**src/rtl/riscv_tag_pkg.sv**
```systemverilog
// Shared encodings for the DIFT tag-policy controller: instruction classes,
// TCR field positions and trap-sequencing states.
package riscv_tag_pkg;

  typedef enum logic [2:0] {
    CLS_ALU    = 3'd0,
    CLS_SHIFT  = 3'd1,
    CLS_MUL    = 3'd2,
    CLS_LOAD   = 3'd3,
    CLS_STORE  = 3'd4,
    CLS_BRANCH = 3'd5,
    CLS_JUMP   = 3'd6,
    CLS_CSR    = 3'd7
  } tag_class_e;

  localparam int TCR_EN_BIT   = 31;
  localparam int TCR_LOCK_BIT = 30;

  typedef enum logic [1:0] {
    TAG_IDLE,
    TAG_REQ,
    TAG_HANDLER
  } tag_state_e;

  // Low bit of the {d,s2,s1} enable triple for a class inside the TCR.
  function automatic logic [4:0] tcr_cls_base(input logic [2:0] cls);
    return 5'(cls) * 5'd3;
  endfunction

endpackage

```
**src/rtl/riscv_tag_viol_counter.sv**
```systemverilog
// Saturating violation counter; a clear in the same cycle as an increment wins.
module riscv_tag_viol_counter
  import riscv_tag_pkg::*;
#(
  parameter int CNT_WIDTH = 16
) (
  input  logic                 clk,
  input  logic                 rst_n,
  input  logic                 inc_i,
  input  logic                 clr_i,
  output logic [CNT_WIDTH-1:0] cnt_o
);

  logic [CNT_WIDTH-1:0] cnt_q, cnt_d;

  function automatic logic [CNT_WIDTH-1:0] sat_inc(input logic [CNT_WIDTH-1:0] v);
    return (&v) ? v : v + CNT_WIDTH'(1);
  endfunction

  always_comb begin
    cnt_d = cnt_q;
    if (clr_i) begin
      cnt_d = '0;
    end else if (inc_i) begin
      cnt_d = sat_inc(cnt_q);
    end
  end

  always_ff @(posedge clk or negedge rst_n) begin
    if (!rst_n) begin
      cnt_q <= '0;
    end else begin
      cnt_q <= cnt_d;
    end
  end

  assign cnt_o = cnt_q;

endmodule

```
**src/rtl/riscv_tag_policy_ctrl.sv**
```systemverilog
// DIFT tag-policy controller for the EX stage: TCR, per-operand check enables,
// violation capture and trap handshake. Optional TCR lock bit: TAG_POLICY_LOCK_EN.
module riscv_tag_policy_ctrl
  import riscv_tag_pkg::*;
#(
  parameter int N_CLASS   = 8,
  parameter int CNT_WIDTH = 16
) (
  input  logic                 clk,
  input  logic                 rst_n,
  input  logic                 tcr_we_i,
  input  logic [31:0]          tcr_wdata_i,
  output logic [31:0]          tcr_o,
  input  logic [2:0]           class_i,
  input  logic                 ex_valid_i,
  output logic                 check_s1_o,
  output logic                 check_s2_o,
  output logic                 check_d_o,
  input  logic                 tag_exc_i,
  input  logic [31:0]          pc_i,
  output logic                 stall_o,
  output logic                 tag_exc_req_o,
  input  logic                 tag_exc_ack_i,
  input  logic                 trap_ret_i,
  output logic [31:0]          tag_epc_o,
  output logic [2:0]           tag_cause_o,
  output logic [CNT_WIDTH-1:0] viol_cnt_o,
  input  logic                 viol_cnt_clr_i
);

  localparam logic [31:0] CLS_MASK = 32'((64'd1 << (3 * N_CLASS)) - 64'd1);
`ifdef TAG_POLICY_LOCK_EN
  localparam logic [31:0] WR_MASK = CLS_MASK | (32'd1 << TCR_EN_BIT) | (32'd1 << TCR_LOCK_BIT);
`else
  localparam logic [31:0] WR_MASK = CLS_MASK | (32'd1 << TCR_EN_BIT);
`endif

  logic [31:0] tcr_q, tcr_d;
  tag_state_e  state_q, state_d;
  logic        req_q, req_d;
  logic [31:0] epc_q, epc_d;
  logic [2:0]  cause_q, cause_d;
  logic        viol;
  logic [2:0]  chk_bits;

  // Reserved bits are masked on write so they always read back as zero.
  always_comb begin
    tcr_d = tcr_q;
`ifdef TAG_POLICY_LOCK_EN
    if (tcr_we_i && !tcr_q[TCR_LOCK_BIT]) begin
      tcr_d = tcr_wdata_i & WR_MASK;
    end
`else
    if (tcr_we_i) begin
      tcr_d = tcr_wdata_i & WR_MASK;
    end
`endif
  end

  always_comb begin
    chk_bits = 3'b000;
    if (state_q == TAG_IDLE && tcr_q[TCR_EN_BIT]) begin
      chk_bits = tcr_q[tcr_cls_base(class_i) +: 3];
    end
  end

  assign viol = (state_q == TAG_IDLE) & ex_valid_i & tag_exc_i;

  always_comb begin
    state_d = state_q;
    epc_d   = epc_q;
    cause_d = cause_q;
    unique case (state_q)
      TAG_IDLE: begin
        if (viol) begin
          state_d = TAG_REQ;
          epc_d   = pc_i;
          cause_d = class_i;
        end
      end
      TAG_REQ: begin
        if (tag_exc_ack_i) begin
          state_d = TAG_HANDLER;
        end
      end
      TAG_HANDLER: begin
        if (trap_ret_i) begin
          state_d = TAG_IDLE;
        end
      end
      default: state_d = TAG_IDLE;
    endcase
    req_d = (state_d == TAG_REQ);
  end

  always_ff @(posedge clk or negedge rst_n) begin
    if (!rst_n) begin
      tcr_q   <= '0;
      state_q <= TAG_IDLE;
      req_q   <= 1'b0;
      epc_q   <= '0;
      cause_q <= '0;
    end else begin
      tcr_q   <= tcr_d;
      state_q <= state_d;
      req_q   <= req_d;
      epc_q   <= epc_d;
      cause_q <= cause_d;
    end
  end

  riscv_tag_viol_counter #(
    .CNT_WIDTH(CNT_WIDTH)
  ) u_viol_counter (
    .clk   (clk),
    .rst_n (rst_n),
    .inc_i (viol),
    .clr_i (viol_cnt_clr_i),
    .cnt_o (viol_cnt_o)
  );

  // Stall is combinational on detection so the faulting instruction never leaves EX.
  assign stall_o       = viol | (state_q == TAG_REQ);
  assign tag_exc_req_o = req_q;
  assign tcr_o         = tcr_q;
  assign tag_epc_o     = epc_q;
  assign tag_cause_o   = cause_q;
  assign check_s1_o    = chk_bits[0];
  assign check_s2_o    = chk_bits[1];
  assign check_d_o     = chk_bits[2];

endmodule

```
**config.mk**
```make
export PLATFORM = sky130hd
export DESIGN_NAME = riscv_tag_policy_ctrl
export DESIGN_NICKNAME = d
export VERILOG_FILES = /design/src/rtl/riscv_tag_pkg.sv /design/src/rtl/riscv_tag_viol_counter.sv /design/src/rtl/riscv_tag_policy_ctrl.sv
export SDC_FILE = /design/constraint.sdc
export NUM_CORES = 1
export LEC_CHECK = 0
export ABC_AREA = 1
export BUFFER_PORTS_ARGS = -buffer_cell sky130_fd_sc_hd__buf_2
export CORE_UTILIZATION = 24
export DETAILED_ROUTE_END_ITERATION = 8
export GPL_TIMING_DRIVEN = 0
export HOLD_SLACK_MARGIN = 0.1
export PLACE_DENSITY = 0.59
export SYNTH_ARGS = -nofsm -noshare
export SYNTH_HDL_FRONTEND = slang
export SYNTH_SLANG_ARGS = --single-unit
```
**constraint.sdc**
```tcl
create_clock -name clk -period 1.5 [get_ports clk]
set_clock_uncertainty 0.1 [all_clocks]
set_input_delay 0.075 -clock clk [delete_from_list [all_inputs] [get_ports clk]]
set_output_delay 0.075 -clock clk [all_outputs]
set_load 0.02 [all_outputs]
```
# Word level (Yosys, flattened, before mapping)
# Index checks and enable logic that the tools add are counted.
[totals] regBits=79 in_bits=75 out_inout_bits=88 elab_cells=30
[classes] add_sub_neg=1 n_mul=1 n_eq_ne=4 shifts=1 muxes=8 bitwise=3 n_reduce_logical=6
[ops] cell="$mux 16" count=3
[ops] cell="$shiftx 32x6->3" count=1
[ops] cell="$add 16x1->16 const B" count=1
[ops] cell="$reduce_and 16->1" count=1
[ops] cell="$mux 2" count=3
[ops] cell="$pmux 2 s3" count=1
[ops] cell="$mul 3x2->5 const B" count=1
[ops] cell="$eq 2x1->1 const B" count=2
[ops] cell="$reduce_and 2->1" count=2
[ops] cell="$mux 3" count=1
[ops] cell="$and 1x1->1" count=2
[ops] cell="$eq 2x2->1 const B" count=1
[ops] cell="$logic_not 2->1" count=1
[ops] cell="$ne 2x2->1 const B" count=1
[ops] cell="$reduce_bool 2->1" count=1
[ops] cell="$logic_and 1x1->1" count=1
[ops] cell="$or 1x1->1" count=1

# Depth between registers and ports, before layout
# Gate-level depths: netlist (run 1).
[logic_depth] word_depth=6 ltp_mapped=10 ltp_nobuf=9

# Hierarchy
# From an unflattened synthesis (run 1), not the netlist that was laid out.
[unflattened] hier_cells=473 hier_area_um2=3747.3
[modules_own_cells] mod="riscv_tag_policy_ctrl" n_inst=1 cells_each=328 area_per_inst_um2=2703.8 seq_area_each_um2=1576.5
[modules_own_cells] mod="riscv_tag_viol_counter" n_inst=1 cells_each=145 area_per_inst_um2=1043.5 seq_area_each_um2=400.4

# Worst setup path before layout (run 1)
# No wires, ideal clock.
[synth_timing] kind="register to register" startpoint="register u_viol_counter.cnt_q[1], in the netlist u_viol_counter.cnt_o[1]" endpoint="register u_viol_counter.cnt_q[2], in the netlist u_viol_counter.cnt_o[2]" setup_ns=0.074 arrival_ns=1.604 required_ns=1.326 slack_ns=-0.278 path_stages_with_launch=11 n_path_buf=1 period_less_slack_ns=1.778 path_cell_list="dfrtp_1 > ha_1 > nand2_2 > nor2_4 > nand2_4 > nor2_8 > nand2_4 > nand2_8 > buf_12 > nand2_1 > o21ai_2"
[synth_between] elab_chain_cells=4 elab_cells_between_ends=7 cone_classes="add/sub: 1; eq/ne: 1; mux: 3; reduce/logical: 2"
[synth_rtl] element="start, declared" line_no="riscv_tag_viol_counter.sv:14" rtl="logic [CNT_WIDTH-1:0] cnt_q, cnt_d;"
[synth_rtl] element="start signal, assigned" line_no="riscv_tag_viol_counter.sv:33" rtl="cnt_q <= cnt_d;"
[synth_rtl] element="$add 16x1->16" line_no="riscv_tag_viol_counter.sv:17" rtl="return (&v) ? v : v + CNT_WIDTH'(1);"
[synth_rtl] element="$mux 16" line_no="riscv_tag_viol_counter.sv:17"
[synth_rtl] element="$mux 16" line_no="riscv_tag_viol_counter.sv:24" rtl="end else if (inc_i) begin"
[synth_rtl] element="$mux 16" line_no="riscv_tag_viol_counter.sv:22" rtl="if (clr_i) begin"
# Parallel ways exist; a longest one is shown, timed or not. The select of a mux whose other input is x is not followed.
# A chain may end at the register's enable or synchronous reset.

# Final worst setup path (run 1)
[layout_timing] startpoint="register state_q[0]" endpoint="output port check_s1_o"
[layout_between] elab_chain_cells=3
[layout_rtl] element="start, declared" line_no="riscv_tag_policy_ctrl.sv:39" rtl="tag_state_e state_q, state_d;"
[layout_rtl] element="start signal, assigned" line_no="riscv_tag_policy_ctrl.sv:105" rtl="state_q <= state_d;"
[layout_rtl] element="$logic_not 2->1" line_no="riscv_tag_policy_ctrl.sv:62" rtl="if (state_q == TAG_IDLE && tcr_q[TCR_EN_BIT]) begin"
[layout_rtl] element="$logic_and 1x1->1" line_no="riscv_tag_policy_ctrl.sv:62"
[layout_rtl] element="$mux 3" line_no="riscv_tag_policy_ctrl.sv:62"
[layout_rtl] element="end, declared" line_no="riscv_tag_policy_ctrl.sv:16" rtl="output logic check_s1_o,"
# Every way passes these cells.

==> results of run 1 <==
## layout by cell type (no fill, tap or decap), types with 7 or more instances in the layout
master	count
clkbuf_16	14
mux2_2	36
nand2_1	46
dfrtp_1	65
nor2_1	9
dlygate4sd3_1	63
buf_4	26
a21oi_1	12
conb_1	7
nand3_1	21
nand2_4	14
o21ai_0	24
mux2_4	8
inv_1	23
buf_2	142
dfrtp_2	14
nand2_2	9
o21ai_1	9
o21ai_2	13
## worst max-delay path by stage
stage / startpoint / to / slack (ns) / cells past startpoint
after global placement: rst_n / u_viol_counter.cnt_o[0] / -0.53 / 1
after floorplan: u_viol_counter.cnt_o[0] / u_viol_counter.cnt_o[2] / -0.14 / 10
after global routing: u_viol_counter.cnt_o[1] / u_viol_counter.cnt_o[9] / -0.14 / 9
final: state_q[0] / check_s1_o / -0.07 / 3
after detailed placement: state_q[0] / tag_epc_o[15] / -0.27 / 4
after CTS: u_viol_counter.cnt_o[1] / u_viol_counter.cnt_o[5] / -0.13 / 9
## stage by stage
stage	area, µm²	hold WS, ns	setup TNS [ns]
floorplan	3780	-0.321	-1.83
global placement	4750	0.167	-41.86
detailed placement	4780	-0.142	-10.94
CTS	5950	0.112	-2.77
global route	6330	0.141	-3.84
finish	6330	0.139	-0.493
## worst register-to-register path, delay by kind of cell, from the launching register on
kind / cells / cell delay, ns
AND/OR/NAND/NOR: 2 / 0.26
buffers and inverters: 2 / 0.32
multiplexers: 1 / 0.29
flip-flops: 1 / 0.45
## Yosys cell counts (all sizes together)
cell type	count
dfrtp	79
nand2	70
o21ai	46
mux2	44
inv	28
nand3	23
nor2	20
a21oi	16
buf	13
clkbuf	7
and3	3
nand4	3
nor3	2
o21bai	2
conb	1
ha	1
o22ai	1
o31ai	1
xnor2	1
xor2	1
## state kept, by name (all words and copies together), names as in the netlist
name                  count
state_q                   2
tag_cause_o               3
tag_epc_o                32
tag_exc_req_o             1
tcr_o                    25
u_viol_counter.cnt_o     16
## metal layers
layer  track usage [%]  vias up  routed length [µm]
met5                 0        -                   0
met4              6.30        0                 253
met3              3.42       21                 664
met2              24.2      142                6030
met1              16.5     1714                4670
li1                  -     1715                   -
## power by group through the flow
stage,Clock [W],Combinational [W],Sequential (W)
global placement,0,0.00192,0.00283
floorplan,0,0.000641,0.00337
finish,0.00222,0.00243,0.00284
global route,0.00240,0.00260,0.00289
detailed placement,0,0.00195,0.00285
CTS,0.00232,0.00222,0.00282
## logic make-up after synthesis
family / count (synthesis) / share of synthesized area (%)
AO/OA/AOI/OAI: 66 / 10.4
XOR/XNOR: 2 / 0.468
adder cells (fa/ha/maj): 1 / 0.334
buffers and inverters: 48 / 6.52
flip-flops: 79 / 52.8
multiplexers: 44 / 13.2
other: 1 / 0.100
AND/OR/NAND/NOR: 121 / 16.1
## timing repair
action | 4_1_cts | 5_1_grt
gates resized for setup | 40 | 69
setup buffers | 13 | 12
hold buffers | 63 | 1
hold endpoints to repair | 144 | 13
setup endpoints to repair | 54 | 63
pin swaps | 12 | 17
cloned | 1 | 5
## cell type report
class / count / area [µm²] / share of cell area, %
Sequential cell: 79 / 1990 / 31.5
Timing Repair Buffer: 240 / 1770 / 28.0
Multi-Input combinational cell: 241 / 1770 / 28.0
Clock buffer: 11 / 243 / 3.84
Tap cell: 188 / 235 / 3.72
Buffer: 18 / 146 / 2.31
Inverter: 28 / 105 / 1.66
Clock inverter: 4 / 55.1 / 0.870
==> flow_summary_export.csv, run 1 <==
group,metric,value,unit
final_layout,nNetsFinal,693,
run_status,violations,"negative setup slack",
min_path,min_path_cells,2,
clocking,cts_tree,"built",
sta,rsz0062_at_grt,"yes",
floorplan,rows,45,
synth,yosysTopAreaCell,"dfrtp_1",
global_routing,track_usage,14.0,%
sta,finalHoldViolCount,0,
min_path,hold_end,"tcr_o[6]",
floorplan,ios,163,
setup_path,max_stage_delay,0.45,ns
setup_path,reg2reg_from,"state_q[1]",
final_layout,drive_gt1_share,52.8,%
synth,ys_top_cells_by_area,"dfrtp_1, mux2_2, nand2_1, o21ai_0, nand3_1",
power,clkPwrFrac,29.6,%
global_routing,grt_max_degree,67,
placement,placed_cells,704,
floorplan,coreArea,15200,µm²
sta,worstMarginPinSlew,0.536,ns
setup_path,ff2ff_setup_slack,-0.02,ns
sta,slew_headroom,64.3,%
sta,setup_viol,25,
synth,yosysWarnings,0,
synth,synth-seq-area-share,52.8,%
placement,place_congestion,0.850,
global_routing,grt_pass1_vias,3541,
sta,drv_slew,0,
min_path,hold_start,"tcr_we_i",
power,p_int,0.00504,W
clocking,clock_latency,0.34,ns
sta,fmax,0.638,GHz
clocking,cts_buffers,9,
detailed_routing,antenna_left,0,
min_path,hp-class,"primary input to register",
synth,ys_ff_latch,79,
setup_path,arrival,1.39,ns
setup_path,path_delay_family,"simple AND/OR/NAND/NOR gates",
setup_path,crit_path_start_kind,"register",
global_routing,antenna_found_initial,0,
clocking,cts.htree.levels,3,
final_layout,antenna_cells,0,
power,p_leak,3.11,nW
power,p_per_area,1180,nW/µm²
floorplan,die_area,16100,µm²
clocking,cts_max_path_buffers,2,
final_layout,final_core_util,41.6,%
power,vdd_drop_max,0.713,mV
detailed_routing,vias,3592,
global_routing,grt_first_pass_wirelength,17.4,mm
global_routing,grt_overflow,0,
power,sw_frac_of_total,32.8,%
synth,syn_area,3740,µm²
placement,port_buffers,147,
power,p_comb_share,32.5,%
sta,finalCritPeriodShare,105,%
setup_path,crit_chain,"nor3_4 -> and3_4 -> buf_6",
flow_run,cap_viol_max_count,0,
setup_path,reg2reg_depth,5,
run_status,status,"finished with violations",
clocking,clock-root-buffer,"clkbuf_16",
sta,setup_ws,-0.0677,ns
detailed_routing,routed_wl,11.6,mm
detailed_routing,drc,0,
placement,hpwl,7.39,mm
power,total_power,0.00749,W
power,sequentialPowerShare,37.9,%
detailed_routing,initialDrtViolationCount,120,
synth,synthCells,362,
final_layout,nFillCells,1459,
detailed_routing,wl_per_cell,14.4,µm
setup_path,worst_path_max_delay_cell,"dfrtp_2",
setup_path,path_class,"register to output port",
clocking,cts_sinks,79,
setup_path,critical_path_buf_inv_count,1,
floorplan,start_util,24.6,%
floorplan,die_h,127,µm
setup_path,path_max_fanout,3,
setup_path,critPathCaptureType,"output port",
final_layout,stdcell_count,809,
placement,dp_slack,-0.274,ns
power,p_sw,0.00246,W
detailed_routing,drtPass1Iterations,4,
setup_path,r2r_end,"tag_epc_o[10]",
final_layout,syn_to_final_growth,69.1,%
synth,yosys.area.top_type_share,52.8,%
clocking,clk_pin_slew,0.06,ns
synth,ys_types,30,
synth,synth_area_per_cell,10.3,µm²
sta,fin_crit,1.57,ns
setup_path,worstPathRequired,1.32,ns
floorplan,die_w,127,µm
detailed_routing,viasPerCell,4.44,
(Power assumes the default switching activity.)
==> run 2, diff against run 1 <==
--- a/config.mk
+++ b/config.mk
@@ -15,3 +15,4 @@
 export SYNTH_ARGS = -nofsm -noshare
 export SYNTH_HDL_FRONTEND = slang
 export SYNTH_SLANG_ARGS = --single-unit
+export TNS_END_PERCENT = 10
==> flow_summary_export.csv, run 2 (synthesis gave the netlist of run 1 again) <==
group,metric,value,unit
power,p_sw,0.00246,W
min_path,hold_end,"tcr_o[4]",
placement,placed_cells,704,
run_status,violations,"negative setup slack",
sta,setup_ws,-0.0753,ns
sta,finalHoldViolCount,0,
final_layout,largest_reg_flops,32,
setup_path,reg2reg_from,"u_viol_counter.cnt_o[1]",
setup_path,path_delay_family,"simple AND/OR/NAND/NOR gates",
global_routing,antenna_found_initial,0,
floorplan,rows,45,
power,vdd_drop_max,0.541,mV
final_layout,final_common_cell,"buf_2",
clocking,cts_max_path_buffers,2,
sta,rsz0062_at_grt,"yes",
final_layout,stdcell_count,816,
clocking,cts_buffers,9,
flow_run,cap_viol_max_count,0,
final_layout,nNetsFinal,699,
setup_path,cp_num_cells,11,
min_path,min_path_cells,2,
floorplan,start_util,24.6,%
global_routing,track_usage,14.5,%
global_routing,grt_max_degree,42,
sta,worstMarginPinSlew,0.569,ns
global_routing,grt_pass1_vias,3760,
sta,slew_headroom,62.1,%
power,p_comb_share,31.8,%
final_layout,design_area,6250,µm²
floorplan,ios,163,
power,total_power,0.00747,W
clocking,clk_pin_slew,0.06,ns
final_layout,syn_to_final_growth,67.1,%
sta,drv_slew,0,
detailed_routing,antenna_left,0,
setup_path,crit_chain,"ha_4 -> nand2_4 -> nor2_4 -> nand2_4 -> nor2_8 -> nand2_4 -> nand2_8 -> buf_12 -> buf_12 -> nand2_2 -> o21ai_2",
setup_path,path_max_fanout,5,
final_layout,nFillCells,1500,
clocking,clock_latency,0.33,ns
placement,port_buffers,147,
run_status,status,"finished with violations",
sta,fin_crit,1.58,ns
detailed_routing,drc,0,
setup_path,path_class,"register to register",
power,p_per_area,1190,nW/µm²
clocking,cts.htree.levels,3,
final_layout,antenna_cells,0,
min_path,hp-class,"primary input to register",
clocking,cts_sinks,79,
setup_path,reg2reg_depth,11,
global_routing,grtUsageMet3,4.60,%
power,clkPwrFrac,30.2,%
detailed_routing,initialDrtViolationCount,116,
placement,placed_cell_area,4770,µm²
min_path,hold_start,"tcr_we_i",
setup_path,ff2ff_setup_slack,-0.08,ns
power,p_int,0.00500,W
setup_path,arrival,1.74,ns
power,p_leak,3.02,nW
global_routing,busiest_layer,"met2",
placement,hpwl,7.51,mm
setup_path,crit_top_cell,"nand2_4",
detailed_routing,routed_wl,11.6,mm
detailed_routing,wl_per_cell,14.2,µm
sta,fmax,0.635,GHz
global_routing,grt_first_pass_wirelength,18.3,mm
sta,setup_tns,-1.22,ns
setup_path,crit_path_start_kind,"register",
floorplan,die_area,16100,µm²
global_routing,grt_use_met1,16.3,%
setup_path,worstPathRequired,1.66,ns
final_layout,mostFrequentLayoutCells,"buf_2, dfrtp_1, dlygate4sd3_1, nand2_1",
setup_path,worst_path_max_delay_cell,"dfrtp_2",
setup_path,r2r_end,"u_viol_counter.cnt_o[3]",
final_layout,drive_gt1_share,53.0,%
power,sw_frac_of_total,33.0,%
setup_path,critical_path_buf_inv_count,2,
detailed_routing,drtPass1Iterations,4,
placement,place_congestion,0.842,
clocking,clock-root-buffer,"clkbuf_16",
detailed_routing,viasPerCell,4.44,
global_routing,use_met2,25.9,%
clocking,cts_tree,"built",
detailed_routing,vias,3626,
setup_path,max_stage_delay,0.39,ns
sta,setup_viol,27,
setup_path,critPathCaptureType,"register",
floorplan,die_w,127,µm
floorplan,die_h,127,µm
sta,finalCritPeriodShare,105,%
power,sequentialPowerShare,38.0,%
global_routing,grt_overflow,0,
floorplan,coreArea,15200,µm²
## run 2: changes by cell type in the layout (fill, tap and decap cells not counted), sizes merged
cell,previous run,this run
clkinvlp,1,2
dlygate4sd3,63,62
clkbuf,23,19
clkinv,1,0
buf,183,195
## run 2: worst reg2reg max path, cell delays in order (launching register included)
cell     delay (ns)
dfrtp_2        0.39
ha_4           0.15
nand2_4        0.05
nor2_4         0.12
nand2_4        0.08
nor2_8         0.10
nand2_4        0.08
nand2_8        0.09
buf_12         0.12
buf_12         0.12
nand2_2        0.05
o21ai_2        0.05
## run 2: through the flow
stage	worst slack (ns)	hold slack (ns)	utilization, %
6_report	-0.0753	0.155	41.1
4_1_cts	-0.0795	0.141	39.8
5_1_grt	-0.152	0.179	41.1
3_3_place_gp	-0.509	0.167	31.2
3_5_place_dp	-0.295	-0.00414	31.4
2_1_floorplan	-0.137	-0.321	-
## run 2: cell type report
cell class                      instances  area (µm²)  area share (%)
Multi-Input combinational cell        241        1720            27.5
Clock inverter                          4        53.8           0.861
Inverter                               28         105            1.68
Tap cell                              188         235            3.76
Timing Repair Buffer                  244        1710            27.3
Clock buffer                           12         246            3.94
Buffer                                 20         190            3.04
Sequential cell                        79        2000            31.9
## run 2: timing repair
action / CTS / global route
cloned: 2 / 0
pin swaps: 13 / 7
gates resized for setup: 50 / 51
hold buffers: 62 / 0
hold endpoints to repair: 145 / 0
buffers inserted: 21 / 12
setup endpoints to repair: 57 / 50
## run 2: worst max-delay path by stage
stage | end | slack (ns) | from
global route | u_viol_counter.cnt_o[9] | -0.15 | u_viol_counter.cnt_o[1]
global placement | u_viol_counter.cnt_o[1] | -0.51 | rst_n
finish | u_viol_counter.cnt_o[3] | -0.08 | u_viol_counter.cnt_o[1]
detailed placement | tag_epc_o[15] | -0.29 | state_q[0]
floorplan | u_viol_counter.cnt_o[2] | -0.14 | u_viol_counter.cnt_o[0]
CTS | check_d_o | -0.08 | state_q[0]
## run 2: power groups by stage
stage | combinational [W] | clock (W) | sequential (W)
global placement | 0.00191 | 0 | 0.00283
floorplan | 0.000641 | 0 | 0.00337
global route | 0.00252 | 0.00242 | 0.00289
detailed placement | 0.00195 | 0 | 0.00285
CTS | 0.00228 | 0.00233 | 0.00282
finish | 0.00237 | 0.00226 | 0.00283
## run 2: layer usage
metal | vias to the layer above | routed length, µm
li1 | 1724 | -
met1 | 1761 | 4700
met2 | 128 | 6060
met3 | 13 | 704
met4 | 0 | 152
met5 | - | 0
